==> config.mk <==
export PLATFORM = sky130hd
export DESIGN_NAME = morse_keyer_encoder_flat
export DESIGN_NICKNAME = d
export VERILOG_FILES = /design/src/rtl/morse_keyer_encoder_if.sv /design/src/rtl/morse_keyer_encoder.sv /design/src/flat_wrapper.sv
export SDC_FILE = /design/constraint.sdc
export NUM_CORES = 1
export LEC_CHECK = 0
export ABC_AREA = 1
export ABC_CLOCK_PERIOD_IN_PS = 3800
export BUFFER_PORTS_ARGS = -buffer_cell sky130_fd_sc_hd__buf_2
export CAP_MARGIN = 20
export CORE_MARGIN = 3
export CORE_UTILIZATION = 45
export CTS_CLUSTER_SIZE = 30
export DETAILED_ROUTE_END_ITERATION = 8
export HOLD_SLACK_MARGIN = 0.15
export SKIP_CTS_REPAIR_TIMING = 1
export SYNTH_ARGS = -nofsm -noshare
export SYNTH_HDL_FRONTEND = slang
export SYNTH_SLANG_ARGS = --single-unit
==> constraint.sdc <==
create_clock -name clk -period 3.8 [get_ports clk]
set_clock_uncertainty 0.05 [all_clocks]
set_input_delay 0.57 -clock clk [delete_from_list [all_inputs] [get_ports clk]]
set_output_delay 0.57 -clock clk [all_outputs]
set_load 0.02 [all_outputs]
==> src/rtl/morse_keyer_encoder_if.sv <==
// Letter/symbol output bundle of the Morse keyer front end.
// master = keyer driving results, slave = lookup/display consumer.
interface morse_keyer_encoder_if #(
    parameter int MAX_SYMS = 6
);
    localparam int LW = 2 * MAX_SYMS;
    localparam int SW = $clog2(MAX_SYMS + 1);

    logic [LW-1:0] letter;
    logic [SW-1:0] sym_count;
    logic          letter_valid;
    logic          letter_err;
    logic [1:0]    dod;
    logic          dod_valid;
    logic          word_gap;

    modport master (
        output letter,
        output sym_count,
        output letter_valid,
        output letter_err,
        output dod,
        output dod_valid,
        output word_gap
    );

    modport slave (
        input letter,
        input sym_count,
        input letter_valid,
        input letter_err,
        input dod,
        input dod_valid,
        input word_gap
    );
endinterface

==> src/rtl/morse_keyer_encoder.sv <==
// Debounced, tick-timed Morse keyer: classifies presses as dot/dash,
// packs them into letters and flags letter/word boundaries on silence.
module morse_keyer_encoder #(
    parameter int MAX_SYMS   = 6,
    parameter int CNT_W      = 16,
    parameter int DEB_TICKS  = 2,
    parameter int DOT_MIN    = 2,
    parameter int DASH_MIN   = 6,
    parameter int LETTER_GAP = 6,
    parameter int WORD_GAP   = 14
) (
    input  logic                   clk,
    input  logic                   reset,
    input  logic                   tick,
    input  logic                   button,
    morse_keyer_encoder_if.master  kb
);
    localparam int LW = 2 * MAX_SYMS;
    localparam int SW = $clog2(MAX_SYMS + 1);
    localparam int DW = $clog2(DEB_TICKS + 1);

    localparam logic [CNT_W-1:0] CNT_MAX  = '1;
    localparam logic [CNT_W-1:0] DOT_C    = CNT_W'(DOT_MIN);
    localparam logic [CNT_W-1:0] DASH_C   = CNT_W'(DASH_MIN);
    localparam logic [CNT_W-1:0] LETTER_C = CNT_W'(LETTER_GAP);
    localparam logic [CNT_W-1:0] WORD_C   = CNT_W'(WORD_GAP);
    localparam logic [SW-1:0]    MAX_C    = SW'(MAX_SYMS);
    localparam logic [DW-1:0]    DEB_LAST = DW'(DEB_TICKS - 1);

    typedef enum logic [1:0] {IDLE, PRESS, GAP} state_t;

    logic          sync1, sync2;
    logic          btn_db;
    logic [DW-1:0] deb_cnt;
    logic          db_flip, db_rise;

    state_t        state, state_n;
    logic [CNT_W-1:0] press_cnt, press_n, press_inc;
    logic [CNT_W-1:0] gap_cnt, gap_n, gap_inc;
    logic [LW-1:0] acc, acc_n;
    logic [SW-1:0] acc_cnt, acc_cnt_n;
    logic          ovf, ovf_n;
    logic          dash;
    logic [1:0]    sym;

    logic [LW-1:0] letter_q, letter_n;
    logic [SW-1:0] cnt_q, cnt_n;
    logic          err_q, err_n;
    logic [1:0]    dod_q, dod_n;
    logic          let_v_q, let_v_n;
    logic          dod_v_q, dod_v_n;
    logic          word_q, word_n;

    // The level flips on the tick that completes a run of disagreeing samples.
    assign db_flip = tick && (sync2 != btn_db) && (deb_cnt == DEB_LAST);
    assign db_rise = db_flip && !btn_db;

    assign press_inc = (press_cnt == CNT_MAX) ? press_cnt : press_cnt + 1'b1;
    assign gap_inc   = (gap_cnt == CNT_MAX) ? gap_cnt : gap_cnt + 1'b1;
    assign dash      = (press_cnt >= DASH_C);
    assign sym       = dash ? 2'b11 : 2'b01;

    // Two-flop synchroniser and tick-based debounce of the raw key.
    always_ff @(posedge clk or posedge reset) begin
        if (reset) begin
            sync1   <= 1'b0;
            sync2   <= 1'b0;
            btn_db  <= 1'b0;
            deb_cnt <= '0;
        end else begin
            sync1 <= button;
            sync2 <= sync1;
            if (db_flip) begin
                btn_db  <= ~btn_db;
                deb_cnt <= '0;
            end else if (tick) begin
                deb_cnt <= (sync2 != btn_db) ? deb_cnt + 1'b1 : '0;
            end
        end
    end

    // State, counters, accumulator and held outputs.
    always_ff @(posedge clk or posedge reset) begin
        if (reset) begin
            state     <= IDLE;
            press_cnt <= '0;
            gap_cnt   <= '0;
            acc       <= '0;
            acc_cnt   <= '0;
            ovf       <= 1'b0;
            letter_q  <= '0;
            cnt_q     <= '0;
            err_q     <= 1'b0;
            dod_q     <= 2'b00;
            let_v_q   <= 1'b0;
            dod_v_q   <= 1'b0;
            word_q    <= 1'b0;
        end else begin
            state     <= state_n;
            press_cnt <= press_n;
            gap_cnt   <= gap_n;
            acc       <= acc_n;
            acc_cnt   <= acc_cnt_n;
            ovf       <= ovf_n;
            letter_q  <= letter_n;
            cnt_q     <= cnt_n;
            err_q     <= err_n;
            dod_q     <= dod_n;
            let_v_q   <= let_v_n;
            dod_v_q   <= dod_v_n;
            word_q    <= word_n;
        end
    end

    // Next-state: counting, classification on release, letter/word close.
    always_comb begin
        state_n   = state;
        press_n   = press_cnt;
        gap_n     = gap_cnt;
        acc_n     = acc;
        acc_cnt_n = acc_cnt;
        ovf_n     = ovf;
        letter_n  = letter_q;
        cnt_n     = cnt_q;
        err_n     = err_q;
        dod_n     = dod_q;
        let_v_n   = 1'b0;
        dod_v_n   = 1'b0;
        word_n    = 1'b0;
        unique case (state)
            IDLE: begin
                if (db_rise) begin
                    state_n = PRESS;
                    press_n = '0;
                end
            end
            PRESS: begin
                if (btn_db) begin
                    if (tick) press_n = press_inc;
                end else begin
                    gap_n = '0;
                    if (press_cnt >= DOT_C) begin
                        dod_v_n = 1'b1;
                        dod_n   = dash ? 2'b10 : 2'b01;
                        state_n = GAP;
                        if (acc_cnt < MAX_C) begin
                            acc_n     = (acc << 2) | LW'(sym);
                            acc_cnt_n = acc_cnt + 1'b1;
                        end else begin
                            ovf_n = 1'b1;
                        end
                    end else begin
                        state_n = (acc_cnt != '0) ? GAP : IDLE;
                    end
                    if (db_rise) begin
                        state_n = PRESS;
                        press_n = '0;
                    end
                end
            end
            GAP: begin
                if (tick) begin
                    gap_n = gap_inc;
                    if (gap_inc == LETTER_C && acc_cnt != '0) begin
                        let_v_n   = 1'b1;
                        letter_n  = acc;
                        cnt_n     = acc_cnt;
                        err_n     = ovf;
                        acc_n     = '0;
                        acc_cnt_n = '0;
                        ovf_n     = 1'b0;
                    end
                    if (gap_inc == WORD_C) begin
                        word_n  = 1'b1;
                        state_n = IDLE;
                    end
                end
                if (db_rise) begin
                    state_n = PRESS;
                    press_n = '0;
                end
            end
            default: state_n = IDLE;
        endcase
    end

    assign kb.letter       = letter_q;
    assign kb.sym_count    = cnt_q;
    assign kb.letter_err   = err_q;
    assign kb.letter_valid = let_v_q;
    assign kb.dod          = dod_q;
    assign kb.dod_valid    = dod_v_q;
    assign kb.word_gap     = word_q;
endmodule

==> src/flat_wrapper.sv <==
// flat-port wrapper written by rule: the top's interface ports become plain ports
module morse_keyer_encoder_flat 
#(
    parameter int MAX_SYMS   = 6,
    parameter int CNT_W      = 16,
    parameter int DEB_TICKS  = 2,
    parameter int DOT_MIN    = 2,
    parameter int DASH_MIN   = 6,
    parameter int LETTER_GAP = 6,
    parameter int WORD_GAP   = 14
)
  (clk, reset, tick, button, kb_letter, kb_sym_count, kb_letter_valid, kb_letter_err, kb_dod, kb_dod_valid, kb_word_gap);
  morse_keyer_encoder_if #(.MAX_SYMS(MAX_SYMS)) kb_i ();
  input  logic clk;
  input  logic reset;
  input  logic tick;
  input  logic button;
  output wire logic [$bits(kb_i.letter)-1:0] kb_letter;
  output wire logic [$bits(kb_i.sym_count)-1:0] kb_sym_count;
  output wire logic [$bits(kb_i.letter_valid)-1:0] kb_letter_valid;
  output wire logic [$bits(kb_i.letter_err)-1:0] kb_letter_err;
  output wire logic [$bits(kb_i.dod)-1:0] kb_dod;
  output wire logic [$bits(kb_i.dod_valid)-1:0] kb_dod_valid;
  output wire logic [$bits(kb_i.word_gap)-1:0] kb_word_gap;
  assign kb_letter = kb_i.letter;
  assign kb_sym_count = kb_i.sym_count;
  assign kb_letter_valid = kb_i.letter_valid;
  assign kb_letter_err = kb_i.letter_err;
  assign kb_dod = kb_i.dod;
  assign kb_dod_valid = kb_i.dod_valid;
  assign kb_word_gap = kb_i.word_gap;
  morse_keyer_encoder #(.MAX_SYMS(MAX_SYMS), .CNT_W(CNT_W), .DEB_TICKS(DEB_TICKS), .DOT_MIN(DOT_MIN), .DASH_MIN(DASH_MIN), .LETTER_GAP(LETTER_GAP), .WORD_GAP(WORD_GAP)) u_core (.clk(clk), .reset(reset), .tick(tick), .button(button), .kb(kb_i));
endmodule
==> results of run 1 <==
[critical path: stages (launching register included)]
cell,delay (ns)
dfrtp_1,0.39
inv_1,0.09
nor2_1,0.16
inv_1,0.25
nor2_2,0.52
inv_1,0.37
a22oi_4,0.50
nand2_4,0.24
nand2_1,0.11
nand2_1,0.05
[stage by stage]
| stage | util | power (mW) | hold slack, ns | instance area [um^2] |
|---|---|---|---|---|
| detailed placement | 0.4961 | 2.135 | 0.2963 | 4410 |
| global placement | 0.4961 | 2.109 | 0.2946 | 4410 |
| global route | 0.5165 | 2.928 | 0.2550 | 4592 |
| finish | 0.5165 | 2.690 | 0.2712 | 4592 |
| floorplan | - | 1.900 | 0.2812 | 4212 |
| CTS | 0.5165 | 2.727 | 0.2519 | 4592 |
[synth_stat cells (all sizes together)]
master,count
a21o,1
a22oi,1
nor2,55
a31oi,2
a21oi,9
nand4,9
o32ai,1
o41ai,2
nor4,3
nand2,152
and2,1
dfrtp,76
buf,7
ha,6
o21a,2
a2111oi,1
clkbuf,3
or2,1
o21ai,46
inv,82
and3,1
o211ai,1
nor3,10
xor2,5
nand3,50
o31ai,2
nand3b,2
nor3b,1
o22ai,5
[path summary, 6_finish.rpt]
check | startpoint | endpoint | slack, ns | cells after the start
min | button | u_core.sync1$_DFF_PP0_ | 0.27 | 1
max | u_core.state[1]$_DFFE_PP0P_ | u_core.acc_cnt[2]$_DFFE_PP0P_ | 0.96 | 9
min reg2reg | u_core.sync1$_DFF_PP0_ | u_core.sync2$_DFF_PP0_ | 0.31 | 0
max in group asynchronous | reset | u_core.gap_cnt[8]$_DFFE_PP0P_ | 2.55 | 3
max reg2reg | u_core.state[1]$_DFFE_PP0P_ | u_core.acc_cnt[2]$_DFFE_PP0P_ | 0.96 | 9
min in group asynchronous | reset | u_core.press_cnt[0]$_DFFE_PP0P_ | 0.32 | 2
[power groups by stage]
stage                     Combinational [mW]  Clock, mW  Sequential, mW
after global routing                    1.07      0.637            1.22
final                                  0.919      0.581            1.19
after detailed placement               0.929          0            1.21
after CTS                              0.931      0.605            1.19
after global placement                 0.905          0            1.20
after floorplan                        0.656          0            1.24
[cell families (layout without fill, tap and decap cells)]
family                     after synthesis  after routing  share of synthesized area
and+or+nand+nor                        285            285                     0.3295
buffers and inverters                   92            123                    0.08913
DFF                                     76             76                     0.4516
AOI/OAI and AO/OA                       73             73                     0.1016
adders and majority gates                6              6                    0.01782
xor gates and xnor gates                 5              5                    0.01040
[final cells by class]
class	instances	area [um^2]
fillers	880	4299
multi-input cells	369	1934
flip-flops and latches	76	1902
inverters	82	311.5
well taps	108	135.1
repair buffers	25	127.6
clock buffers	9	123.9
clock inverters	7	57.56
[cells in the final DEF, fill, tap and decap left out, types with 2 or more instances in the layout]
cell,Yosys,routed
nor2_4,5,5
clkinvlp_4,0,2
buf_2,4,24
a31oi_1,2,2
clkbuf_8,0,9
o21ai_2,2,2
inv_1,79,78
o31ai_1,2,2
o22ai_1,5,5
nor3_1,9,9
nand4_4,2,2
o21ai_0,26,26
nand2_2,15,15
nand3_1,44,44
nand2_4,2,2
xor2_1,5,5
nor2_2,6,6
inv_6,0,3
ha_1,6,6
nand4_1,7,7
nor2_1,43,43
nand3b_1,2,2
a21oi_1,9,9
nor4_1,3,3
o21ai_1,18,18
dfrtp_1,76,76
nand3_2,5,5
clkinv_2,0,2
inv_2,2,2
o21a_1,2,2
o41ai_1,2,2
nand2_1,135,135
[flip-flops by register name, indices dropped and copies added, names as in the netlist, 2 cells and up]
| signal | flops |
|---|---|
| u_core.acc_cnt | 3 |
| u_core.kb.dod | 2 |
| u_core.state | 2 |
| u_core.press_cnt | 16 |
| u_core.kb.sym_count | 3 |
| u_core.kb.letter | 12 |
| u_core.gap_cnt | 16 |
| u_core.acc | 12 |
| u_core.deb_cnt | 2 |
[per-layer routing]
layer | up-vias | track usage | part of all wire
li1 | 1788 | - | -
met1 | 1629 | 0.2508 | 0.48
met2 | 72 | 0.2959 | 0.47
met3 | 16 | 0.02909 | 0.033
met4 | 0 | 0.08466 | 0.024
met5 | - | 0 | 0
==> impl_metrics.json, run 1 <==
{
  "avgSynthCellArea_um2": 7.843,
  "grt_pass1_vias": 3316,
  "clock_latency_ns": 0.36,
  "yosysTopAreaCell": "dfrtp_1",
  "finalWirelength_mm": 8.953,
  "dp.cells": 660,
  "cts_buffers": 9,
  "post-dp-hpwl_mm": 6.702,
  "die_h_um": 102.7,
  "fmax_mhz": 352.4,
  "cts_root_buf": "clkbuf_8",
  "slew_viol_final": 0,
  "crit_fanout": 15,
  "via_count": 3505,
  "grt.overflow.total": 0,
  "die_w_um": 102.7,
  "clkTransAtPathRegs_ns": 0.09,
  "drive_gt1_frac": 0.1514,
  "port_buffers": 24,
  "layout.nets": 573,
  "cp-end-kind": "flop",
  "setup_viol": 0,
  "power.leakage_nw": 2.324,
  "synth_area_mm2": 0.004212,
  "maxSlewHeadroom": 0.3773,
  "crit_type": "flop to flop",
  "gp_congestion": 0.9568,
  "swShare": 0.4158,
  "seq_area_frac_synth": 0.4516,
  "min_period_ns": 2.838,
  "drt_iter0_drc": 139,
  "die-area_mm2": 0.01056,
  "netlist_top_cells_area": "dfrtp_1, nand2_1, inv_1",
  "num_rows": 34,
  "drtAntennaViolNets": 0,
  "synth_nets": 547,
  "intPower_mw": 1.572,
  "maxCapViolCount": 0,
  "finalCritPeriodShare": 0.7469,
  "p_seq_frac": 0.443,
  "synth-seq-cells": 76,
  "route.detailed.drc": 0,
  "status": "complete, no violations",
  "core-area_mm2": 0.008891,
  "area_growth_pct": 9.031,
  "cp-start-kind": "flop",
  "drt-wirelength-per-cell_um": 13.24,
  "start_util": 0.4737,
  "p_per_area_mw_per_mm2": 585.9,
  "hold_path.class": "input port to flop",
  "grt_pass1_wl_mm": 15.35,
  "drtPass1Iterations": 5,
  "ir_worst_vdd_mv": 0.2622,
  "synth_top_area_frac": 0.4516,
  "instances_no_fill": 676,
  "grtUsageTotal": 0.1859,
  "cts_tree": "yes",
  "diodes": 0,
  "worst_pin_slew_ns": 0.9330,
  "cts_max_level": 3,
  "io-pin-count": 25,
  "place_ws_ns": 0.9596,
  "antenna_found_initial": 0,
  "syn-instance-count": 537,
  "grt_max_degree": 57,
  "combPwrFrac": 0.341,
  "p_sw_mw": 1.119,
  "critical_path_arrival_ns": 3.04,
  "yosys.cell_types.count": 45,
  "setup_ws_ns": 0.9620,
  "cts_buffer_depth": 2,
  "tns_ns": 0,
  "final_hold_viol_count": 0,
  "rsz0062_at_grt": "no",
  "yosysWarningCount": 0,
  "clkPwrFrac": 0.216,
  "cts_sinks": 76,
  "vias_per_cell": 5.185,
  "required_ns": 4.00
}
Note: power is estimated with default switching activity, not from simulation.
==> inputs of run 2 (changes only) <==
--- a/config.mk
+++ b/config.mk
@@ -5,8 +5,8 @@
 export SDC_FILE = /design/constraint.sdc
 export NUM_CORES = 1
 export LEC_CHECK = 0
-export ABC_AREA = 1
-export ABC_CLOCK_PERIOD_IN_PS = 3800
+export ABC_AREA = 0
+export ABC_CLOCK_PERIOD_IN_PS = 2400
 export BUFFER_PORTS_ARGS = -buffer_cell sky130_fd_sc_hd__buf_2
 export CAP_MARGIN = 20
 export CORE_MARGIN = 3
==> constraint.sdc (replaced) <==
create_clock -name clk -period 2.4 [get_ports clk]
set_clock_uncertainty 0.05 [all_clocks]
set_input_delay 0.36 -clock clk [delete_from_list [all_inputs] [get_ports clk]]
set_output_delay 0.36 -clock clk [all_outputs]
set_load 0.02 [all_outputs]
==> impl_metrics.json, run 2 <==
{
  "status": "complete, but fails checks",
  "violations": "negative setup slack",
  "die-area_mm2": 0.01034,
  "cp-end-kind": "flop",
  "setup_ws_ns": -0.2242,
  "ys.flop_type": "dfrtp_1",
  "maxSlewHeadroom": 0.5522,
  "start_util": 0.4680,
  "grtUsageTotal": 0.2125,
  "maxCapViolCount": 0,
  "synth_top_area_frac": 0.4614,
  "crit_fanout": 4,
  "final_hold_viol_count": 0,
  "finalWirelength_mm": 10.50,
  "placed_cell_area_mm2": 0.004908,
  "grt_max_degree": 34,
  "mostFrequentLayoutCells": "buf_4, dfrtp_1, nand2_1",
  "tns_ns": -3.600,
  "yosys.cell_types.count": 65,
  "cp-start-kind": "flop",
  "clock_latency_ns": 0.37,
  "cts_root_buf": "clkbuf_8",
  "fin_area_mm2": 0.005366,
  "p_sw_mw": 1.812,
  "drt-wirelength-per-cell_um": 16.70,
  "finalCritPeriodShare": 1.093,
  "diodes": 0,
  "area_growth_pct": 30.21,
  "num_rows": 34,
  "layout.nets": 526,
  "ir_worst_vdd_mv": 0.5597,
  "route.detailed.drc": 0,
  "swShare": 0.3830,
  "drive_gt1_frac": 0.3455,
  "fmax_mhz": 381.1,
  "drtPass1Iterations": 5,
  "cp-startpoint": "u_core.gap_cnt[4]$_DFFE_PP0P_",
  "rsz0062_at_grt": "yes",
  "grt_pass1_wl_mm": 17.28,
  "synth.most_common_cell": "dfrtp_1",
  "seq_area_frac_synth": 0.4614,
  "p_per_area_mw_per_mm2": 881.9,
  "cts_max_level": 3,
  "cts_buffers": 9,
  "grt_pass1_vias": 3499,
  "clkTransAtPathRegs_ns": 0.09,
  "synth-seq-cells": 76,
  "cts_sinks": 76,
  "hp-start": "tick",
  "io-pin-count": 25,
  "die_h_um": 101.7,
  "antenna_found_initial": 0,
  "synth_area_mm2": 0.004121,
  "drtAntennaViolNets": 0,
  "post-dp-hpwl_mm": 7.277,
  "slew_viol_final": 0,
  "setup_viol": 31,
  "drt_iter0_drc": 115,
  "power.leakage_nw": 2.432,
  "intPower_mw": 2.920,
  "via_count": 3620,
  "dp.cells": 603,
  "synth_commonest_cells": "dfrtp_1, nand2_1, o21ai_0",
  "port_buffers": 24,
  "instances_no_fill": 629,
  "vias_per_cell": 5.755,
  "yosysWarningCount": 0,
  "core-area_mm2": 0.008806,
  "required_ns": 2.61,
  "crit_type": "flop to flop",
  "synth_nets": 424,
  "synth_edf_count": 0,
  "netlist_top_cells_area": "dfrtp_1, o21ai_0, nand2_1",
  "hold_path.class": "input port to flop",
  "die_w_um": 101.7,
  "reg.largest.list": "u_core.gap_cnt (16), u_core.press_cnt (16)",
  "final_util": 0.6094,
  "gp_congestion": 0.9326,
  "yosysTopAreaCell": "dfrtp_1",
  "final_common_cell": "buf_4",
  "min_period_ns": 2.624,
  "p_seq_frac": 0.399,
  "critical_path_arrival_ns": 2.83,
  "syn-instance-count": 414,
  "async_flop_share": 1.000,
  "cts_buffer_depth": 2,
  "cts_tree": "yes",
  "p_total_mw": 4.733,
  "grt.overflow.total": 0,
  "clkPwrFrac": 0.229,
  "worst_pin_slew_ns": 0.6700,
  "avgSynthCellArea_um2": 9.955,
  "combPwrFrac": 0.372,
  "fillCellCount": 737,
  "r2r_start": "u_core.gap_cnt[4]$_DFFE_PP0P_"
}
[run 2: power groups by stage]
stage,Sequential (mW),Clock [mW],Combinational (mW)
finish,1.89,1.08,1.76
global route,1.93,1.17,1.94
CTS,1.87,1.11,1.64
detailed placement,1.89,0,1.63
global placement,1.88,0,1.59
floorplan,1.94,0,0.976
[run 2: path summary, 6_finish.rpt]
check | end | slack (ns) | cells after the start
setup reg to reg | u_core.kb.sym_count[1]$_DFFE_PP0P_ | -0.22 | 9
min in group asynchronous | u_core.kb.letter[6]$_DFFE_PP0P_ | 0.52 | 3
max in group asynchronous | u_core.gap_cnt[9]$_DFFE_PP0P_ | 1.13 | 4
hold / removal | u_core.deb_cnt[0]$_DFFE_PP0P_ | 0.30 | 3
setup / recovery | u_core.kb.sym_count[1]$_DFFE_PP0P_ | -0.22 | 9
hold reg to reg | u_core.sync2$_DFF_PP0_ | 0.31 | 0
[run 2: logic make-up after synthesis]
family / after synthesis / synth area share
adders and majority gates: 6 / 0.01821
and+or+nand+nor: 158 / 0.2140
buffers and inverters: 34 / 0.04432
xor gates and xnor gates: 3 / 0.008199
AOI/OAI and AO/OA: 110 / 0.1746
muxes: 27 / 0.07924
DFF: 76 / 0.4614
[run 2: per-stage QoR]
| step | setup slack, ns | hold WS (ns) |
|---|---|---|
| floorplan | -0.3787 | 0.2812 |
| global placement | -0.1804 | 0.2901 |
| detailed placement | -0.2303 | 0.2902 |
| CTS | -0.2543 | -0.02060 |
| global route | -0.3173 | 0.3239 |
| finish | -0.2242 | 0.2984 |
[run 2: layout make-up]
cell class	count	area [um^2]	area share
inverter	10	38.79	0.007228
clock buffer	9	123.9	0.02308
tap	108	135.1	0.02518
multi-input combinational	304	2177	0.4057
clock inverter	7	95.09	0.01772
timing repair buffer	115	892.1	0.1662
sequential	76	1904	0.3549
[run 2: metal layers]
layer	track usage	wire length, um
met5	0	0
met4	0.09305	222
met3	0.03030	335
met2	0.3405	5079
met1	0.2872	4865
[run 2: critical path, cell delays in order (launching register included)]
cell	delay, ns
dfrtp_1	0.44
buf_4	0.14
nand3_2	0.10
nor3_2	0.36
and4_2	0.33
o211ai_1	0.17
nor4_4	0.27
buf_6	0.17
clkbuf_16	0.15
mux2_2	0.33
